**config.mk**
```make
export PLATFORM = sky130hd
export DESIGN_NAME = piece_drop_ctrl
export DESIGN_NICKNAME = d
export VERILOG_FILES = /design/src/rtl/piece_drop_ctrl.sv
export SDC_FILE = /design/constraint.sdc
export NUM_CORES = 1
export LEC_CHECK = 0
export BUFFER_PORTS_ARGS = -buffer_cell sky130_fd_sc_hd__buf_2
export CELL_PAD_IN_SITES_DETAIL_PLACEMENT = 0
export CELL_PAD_IN_SITES_GLOBAL_PLACEMENT = 1
export CORE_ASPECT_RATIO = 0.75
export CORE_MARGIN = 1.5
export CORE_UTILIZATION = 39
export CTS_CLUSTER_SIZE = 28
export DETAILED_ROUTE_END_ITERATION = 8
export GPL_TIMING_DRIVEN = 0
export PLACE_DENSITY_LB_ADDON = 0.1
export REMOVE_ABC_BUFFERS = 1
export SYNTH_ARGS = -nofsm -noshare
export SYNTH_HDL_FRONTEND = slang
export SYNTH_SLANG_ARGS = --single-unit
```
**constraint.sdc**
```tcl
create_clock -name clk -period 2.5 [get_ports clk]
set_clock_uncertainty 0.05 [all_clocks]
set_input_delay 0.5 -clock clk [delete_from_list [all_inputs] [get_ports clk]]
set_output_delay 0.5 -clock clk [all_outputs]
set_load 0.05 [all_outputs]
```
**src/rtl/piece_drop_ctrl.sv**
```systemverilog
// Falling-piece sequencer: owns the active piece, runs gravity, arbitrates player
// commands and sequences the collision-check, draw/erase and lock handshakes.
module piece_drop_ctrl #(
   parameter int unsigned BOARD_W    = 10,
   parameter int unsigned BOARD_H    = 20,
   parameter int unsigned X_BITS     = 5,
   parameter int unsigned Y_BITS     = 6,
   parameter int unsigned DROP_TICKS = 25000000,
   parameter int unsigned SPAWN_X    = 4,
   parameter int unsigned SPAWN_Y    = 0,
   parameter logic [7:0]  LFSR_SEED  = 8'hA5
) (
   input  logic              clk,
   input  logic              reset,
   input  logic              go,
   input  logic              move_left,
   input  logic              move_right,
   input  logic              rotate,
   input  logic              soft_drop,
   output logic [X_BITS-1:0] anc_x,
   output logic [Y_BITS-1:0] anc_y,
   output logic [2:0]        piece,
   output logic [1:0]        rot,
   output logic [X_BITS-1:0] cand_x,
   output logic [Y_BITS-1:0] cand_y,
   output logic [1:0]        cand_rot,
   output logic              chk_req,
   input  logic              chk_done,
   input  logic              chk_hit,
   output logic              draw_req,
   output logic              draw_erase,
   output logic [X_BITS-1:0] draw_x,
   output logic [Y_BITS-1:0] draw_y,
   output logic [1:0]        draw_rot,
   input  logic              draw_done,
   output logic              lock_req,
   input  logic              lock_done,
   output logic              game_over
);

   localparam int unsigned       CNT_W     = (DROP_TICKS > 1) ? $clog2(DROP_TICKS) : 1;
   localparam logic [CNT_W-1:0]  TICK_LAST = CNT_W'(DROP_TICKS - 1);
   localparam logic [X_BITS-1:0] X_SPAWN   = X_BITS'(SPAWN_X);
   localparam logic [X_BITS-1:0] X_MAX     = X_BITS'(BOARD_W - 1);
   localparam logic [Y_BITS-1:0] Y_SPAWN   = Y_BITS'(SPAWN_Y);
   localparam logic [Y_BITS-1:0] Y_MAX     = Y_BITS'(BOARD_H - 1);
   localparam int unsigned P_RIGHT = 0;
   localparam int unsigned P_LEFT  = 1;
   localparam int unsigned P_ROT   = 2;
   localparam int unsigned P_DROP  = 3;

   typedef enum logic [3:0] {
      S_IDLE, S_SPAWN, S_SPAWN_CHK, S_PLAY, S_CHK, S_ERASE, S_DRAW, S_LOCK, S_OVER
   } state_t;

   state_t            r_state, w_next;
   logic [X_BITS-1:0] r_anc_x, w_anc_x, r_cand_x, w_cand_x, r_draw_x, w_draw_x;
   logic [Y_BITS-1:0] r_anc_y, w_anc_y, r_cand_y, w_cand_y, r_draw_y, w_draw_y;
   logic [1:0]        r_rot, w_rot, r_cand_rot, w_cand_rot, r_draw_rot, w_draw_rot;
   logic [2:0]        r_piece, w_piece;
   logic [3:0]        r_pend, w_pend, w_set;
   logic [CNT_W-1:0]  r_cnt, w_cnt;
   logic [7:0]        r_lfsr, w_lfsr;
   logic              r_cmd_drop, w_cmd_drop;
   logic              r_chk_req, w_chk_req, r_draw_req, w_draw_req, r_draw_erase, w_draw_erase;
   logic              r_lock_req, w_lock_req, r_game_over, w_game_over;
   logic              w_active, w_tick, w_chk_ok, w_draw_ok, w_lock_ok;

   assign w_chk_ok  = r_chk_req & chk_done;
   assign w_draw_ok = r_draw_req & draw_done;
   assign w_lock_ok = r_lock_req & lock_done;

   always_ff @(posedge clk) begin
      if (reset) r_state <= S_IDLE;
      else       r_state <= w_next;
   end

   always_comb begin
      w_next       = r_state;
      w_anc_x      = r_anc_x;
      w_anc_y      = r_anc_y;
      w_rot        = r_rot;
      w_piece      = r_piece;
      w_cand_x     = r_cand_x;
      w_cand_y     = r_cand_y;
      w_cand_rot   = r_cand_rot;
      w_draw_x     = r_draw_x;
      w_draw_y     = r_draw_y;
      w_draw_rot   = r_draw_rot;
      w_lfsr       = r_lfsr;
      w_cmd_drop   = r_cmd_drop;
      w_cnt        = r_cnt;
      w_pend       = r_pend;
      w_active     = (r_state != S_IDLE) && (r_state != S_OVER);
      w_tick       = w_active && (r_cnt == TICK_LAST);
      w_set        = {soft_drop | w_tick, rotate, move_left, move_right};
      if (w_active) begin
         w_cnt  = w_tick ? '0 : r_cnt + 1'b1;
         w_pend = r_pend | w_set;
      end

      case (r_state)
         S_IDLE: if (go) w_next = S_SPAWN;
         S_SPAWN: begin
            w_piece    = (r_lfsr[2:0] == 3'd7) ? 3'd0 : r_lfsr[2:0];
            w_anc_x    = X_SPAWN;
            w_anc_y    = Y_SPAWN;
            w_rot      = 2'd0;
            w_cand_x   = X_SPAWN;
            w_cand_y   = Y_SPAWN;
            w_cand_rot = 2'd0;
            w_lfsr     = {r_lfsr[6:0], r_lfsr[7] ^ r_lfsr[5] ^ r_lfsr[4] ^ r_lfsr[3]};
            w_cnt      = '0;
            w_pend     = '0;
            w_next     = S_SPAWN_CHK;
         end
         S_SPAWN_CHK: if (w_chk_ok) w_next = chk_hit ? S_OVER : S_DRAW;
         S_PLAY: begin
            // Selection uses only bits already pending; this cycle's pulses queue behind.
            if (r_pend[P_DROP]) begin
               w_pend[P_DROP] = 1'b0;
               if (r_anc_y == Y_MAX) begin
                  w_next = S_LOCK;
               end else begin
                  w_cand_x   = r_anc_x;
                  w_cand_y   = r_anc_y + 1'b1;
                  w_cand_rot = r_rot;
                  w_cmd_drop = 1'b1;
                  w_next     = S_CHK;
               end
            end else if (r_pend[P_ROT]) begin
               w_pend[P_ROT] = 1'b0;
               w_cand_x      = r_anc_x;
               w_cand_y      = r_anc_y;
               w_cand_rot    = r_rot + 2'd1;
               w_cmd_drop    = 1'b0;
               w_next        = S_CHK;
            end else if (r_pend[P_LEFT]) begin
               w_pend[P_LEFT] = 1'b0;
               if (r_anc_x != '0) begin
                  w_cand_x   = r_anc_x - 1'b1;
                  w_cand_y   = r_anc_y;
                  w_cand_rot = r_rot;
                  w_cmd_drop = 1'b0;
                  w_next     = S_CHK;
               end
            end else if (r_pend[P_RIGHT]) begin
               w_pend[P_RIGHT] = 1'b0;
               if (r_anc_x != X_MAX) begin
                  w_cand_x   = r_anc_x + 1'b1;
                  w_cand_y   = r_anc_y;
                  w_cand_rot = r_rot;
                  w_cmd_drop = 1'b0;
                  w_next     = S_CHK;
               end
            end
         end
         S_CHK: begin
            if (w_chk_ok) begin
               if (chk_hit) w_next = r_cmd_drop ? S_LOCK : S_PLAY;
               else         w_next = S_ERASE;
            end
         end
         S_ERASE: if (w_draw_ok) w_next = S_DRAW;
         S_DRAW: begin
            if (w_draw_ok) begin
               w_anc_x = r_cand_x;
               w_anc_y = r_cand_y;
               w_rot   = r_cand_rot;
               w_next  = S_PLAY;
            end
         end
         S_LOCK: if (w_lock_ok) w_next = S_SPAWN;
         S_OVER: w_next = S_OVER;
         default: w_next = S_IDLE;
      endcase

      if (w_next == S_ERASE) begin
         w_draw_x   = r_anc_x;
         w_draw_y   = r_anc_y;
         w_draw_rot = r_rot;
      end else if (w_next == S_DRAW) begin
         w_draw_x   = r_cand_x;
         w_draw_y   = r_cand_y;
         w_draw_rot = r_cand_rot;
      end
      // ERASE->DRAW keeps draw_req low for one cycle so the accepted done is never re-read.
      w_chk_req    = (w_next == S_SPAWN_CHK) || (w_next == S_CHK);
      w_draw_req   = ((w_next == S_ERASE) || (w_next == S_DRAW)) && !w_draw_ok;
      w_draw_erase = (w_next == S_ERASE);
      w_lock_req   = (w_next == S_LOCK);
      w_game_over  = (w_next == S_OVER);
   end

   always_ff @(posedge clk) begin
      if (reset) begin
         r_anc_x      <= X_SPAWN;
         r_anc_y      <= Y_SPAWN;
         r_rot        <= '0;
         r_piece      <= '0;
         r_cand_x     <= X_SPAWN;
         r_cand_y     <= Y_SPAWN;
         r_cand_rot   <= '0;
         r_draw_x     <= '0;
         r_draw_y     <= '0;
         r_draw_rot   <= '0;
         r_lfsr       <= LFSR_SEED;
         r_cmd_drop   <= 1'b0;
         r_cnt        <= '0;
         r_pend       <= '0;
         r_chk_req    <= 1'b0;
         r_draw_req   <= 1'b0;
         r_draw_erase <= 1'b0;
         r_lock_req   <= 1'b0;
         r_game_over  <= 1'b0;
      end else begin
         r_anc_x      <= w_anc_x;
         r_anc_y      <= w_anc_y;
         r_rot        <= w_rot;
         r_piece      <= w_piece;
         r_cand_x     <= w_cand_x;
         r_cand_y     <= w_cand_y;
         r_cand_rot   <= w_cand_rot;
         r_draw_x     <= w_draw_x;
         r_draw_y     <= w_draw_y;
         r_draw_rot   <= w_draw_rot;
         r_lfsr       <= w_lfsr;
         r_cmd_drop   <= w_cmd_drop;
         r_cnt        <= w_cnt;
         r_pend       <= w_pend;
         r_chk_req    <= w_chk_req;
         r_draw_req   <= w_draw_req;
         r_draw_erase <= w_draw_erase;
         r_lock_req   <= w_lock_req;
         r_game_over  <= w_game_over;
      end
   end

   assign anc_x      = r_anc_x;
   assign anc_y      = r_anc_y;
   assign rot        = r_rot;
   assign piece      = r_piece;
   assign cand_x     = r_cand_x;
   assign cand_y     = r_cand_y;
   assign cand_rot   = r_cand_rot;
   assign chk_req    = r_chk_req;
   assign draw_req   = r_draw_req;
   assign draw_erase = r_draw_erase;
   assign draw_x     = r_draw_x;
   assign draw_y     = r_draw_y;
   assign draw_rot   = r_draw_rot;
   assign lock_req   = r_lock_req;
   assign game_over  = r_game_over;

endmodule

```
==> reports/results.ini <==
[drt]
dr.pass1.iters=5
ant_nets=0
drt-wirelength-per-cell_um=16.25
dr_total_vias=3700
via_per_inst=5.378
drc=0
wl_um=11180
drt_iter0_markers=279

[timing]
relSlewSlack_pct=30.05
worstMarginPinSlew_ns=1.049
hold_viol=0
layout_min_cycle_time_ns=2.429
setup_viol=0
slew_viol_final=0
rsz0062_at_grt=true
min_period_over_period_pct=97.17
fin_tns_setup_ns=0
max_freq_ghz=0.4116

[power_and_ir_drop]
ir_worst_vdd_uv=370.2
powerDensity_mw_per_mm2=694.4
p_leak_uw=0.001972

[clock_tree]
root_buffer=clkbuf_16
clk_pin_slew_worst_paths_ns=0.06
clk_latency_ns=0.34
clkSinkCount=89
cts_made_buffers=9
h-tree-depth=3
cts_tree=built
clock_path_buffers=2

[finish]
drive_above_1_share_pct=21.38
syn_to_final_growth_pct=22.83
finalInstanceArea_mm2=0.005109
antenna-diode-count=0
final_cells=688
num-nets-final=564
final_util_pct=49.45

[logic_synthesis]
yosys.area_share.simple_pct=25.87
synth_mux_area_share_pct=1.233
ys_top_cells_by_count=89 x dfxtp_1, 57 x nand2_1, 53 x nor2_1
synth_top_area_share_pct=42.84
postSynthCellCount=492
synth_edf_count=0
ys.flop_type=dfxtp_1
synth_area_mm2=0.004159
synth_top_family_by_area=simple AND/OR/NAND/NOR gates
yosys_warnings=0
synth-adder-area-share_pct=1.986
ys_seq_area_share_pct=42.84
ys_seq_elements=89
synthXorXnorAreaFrac_pct=8.634
synth.largest_area_cell=dfxtp_1
synth.most_common_cell=dfxtp_1
yosys-top-cells-area=dfxtp_1 43%, xnor2_1 5.7%, a21oi_1 5.7%, nand2_1 5.1%, nor2_1 4.8%
synth_compound_area_share_pct=15.43
synthArstFlopShare_pct=0
synth.distinct_cells=48
syn_area_per_cell_um2=8.453

[grt]
grt_pass1_vias=3292
top_usage_layer=met1
grt_max_degree=58
antenna_found_initial=0
use_met2_pct=27.23
gr-total-overflow=0
grt.total_usage_pct=20.19
grtUsageMet1_pct=31.09
grt_pass1_wl_um=17630
met3_usage_pct=5.049

[worst_setup_path]
r2r_start=r_pend[3]
cp-end-kind=register
worst-setup-path-type=register to register
critPathLaunchType=register
r2r-end=draw_x[2]
worst_ep_required_time_ns=2.69
rr_worst_depth=7
r2r_setup_slack_ns=0.07
worstPathArrival_ns=2.62
critical_path.max_fanout=13

[die]
die_w_um=122.2
core-area_mm2=0.01033
start_util_pct=40.26
rows=32
io_pins=58
dieArea_mm2=0.01130
die_h_um=92.43

[placed_design]
port_buffers=57
place_inst=658
hpwl_um=7336
placed_cell_area_mm2=0.004526
place_congestion=0.7891

[min_path]
hold_path.class=primary input to register
worstHoldPathCells=3
hold_end=r_pend[2]
hp-start=rotate

[run_status]
status=finished clean

[run]
drv_cap=0

flip-flops by register name (all words and copies together), names as in the netlist, 2 cells and up:
register and flops:
r_lfsr 8, draw_y 6, r_cnt 25, draw_rot 2, draw_x 5, cand_rot 2, cand_x 5, rot 2
r_state 4, anc_x 5, r_pend 4, piece 3, cand_y 6, anc_y 6
area by class of cell:
type | instances | area, µm²
multi-input combinational | 367 | 2340
clock inverter | 7 | 118.9
fill | 1028 | 5221
timing repair buffer | 72 | 429.2
inverter | 8 | 30.03
sequential | 89 | 1795
clock buffer | 9 | 225.2
tap | 136 | 170.2
cells in the final DEF (no fill, tap or decap), drive strengths merged, types with 4 or more instances in the layout:
cell type  netlist  layout
dfxtp           89      89
buf              8      72
nand2           57      57
nor2            53      53
a21oi           47      47
nand3           32      32
xnor2           27      27
nand2b          20      20
xor2            14      14
a221o           13      13
nor3            12      12
clkbuf          21       9
a211oi           8       8
inv              8       8
o21ai            8       8
nor4             7       7
nand4            6       6
nand3b           5       5
and3             5       5
ha               5       5
nand4b           4       4
mux2i            4       4
or2              3       4
worst max-delay path by stage:
stage | slack [ns] | from | cells after the start | to
final | 0.07 | r_pend[3] | 7 | draw_x[2]
after CTS | -0.006 | anc_x[3] | 7 | draw_y[5]
after floorplan | -0.65 | anc_x[0] | 6 | draw_rot[0]
after detailed placement | -0.80 | r_state[1] | 7 | draw_x[1]
after global routing | -0.02 | r_pend[1] | 8 | draw_x[3]
after global placement | -2.19 | r_state[1] | 6 | draw_x[1]
power by group:
group,switching [µW],internal (µW)
registers,57.6,1460
clock network,571,976
logic,307,177
repair_timing:
action | in CTS | in global routing
setup endpoints to repair | 60 | 55
gates cloned | 0 | 1
hold buffers | 0 | 0
pin swaps | 15 | 8
gates resized for setup | 23 | 10
buffers inserted | 7 | 6
per-layer routing:
layer / wire [µm] / part of all wire (%)
met1: 5754 / 51
met5: 0 / 0
met4: 129 / 1.2
met2: 4655 / 42
met3: 641 / 5.7
per-stage QoR:
stage                     setup slack (ns)  hold slack, ns  power [µW]
after floorplan                    -0.6542          0.3805        1815
after global placement              -2.189          0.3850        1945
after detailed placement           -0.7988          0.3969        1957
after CTS                        -0.006031          0.3966        3568
after global routing              -0.01945          0.4271        3698
final                              0.07072          0.3970        3548
cells by family after synthesis:
family                   Yosys count
adder cells (fa/ha/maj)            6
AND/OR/NAND/NOR                  219
XOR/XNOR                          41
multiplexers                       5
buffers and inverters             37
AO/OA/AOI/OAI                     95
flip-flops                        89
worst max-delay path, cell delays in order, from the launching register on:
cell     delay (ns)
dfxtp_1        0.47
or2_2          0.45
a21oi_1        0.17
o32ai_1        0.09
or3_4          0.40
nor4b_4        0.16
buf_6          0.20
a221o_1        0.33
Note: power is estimated with default switching activity, not from simulation.
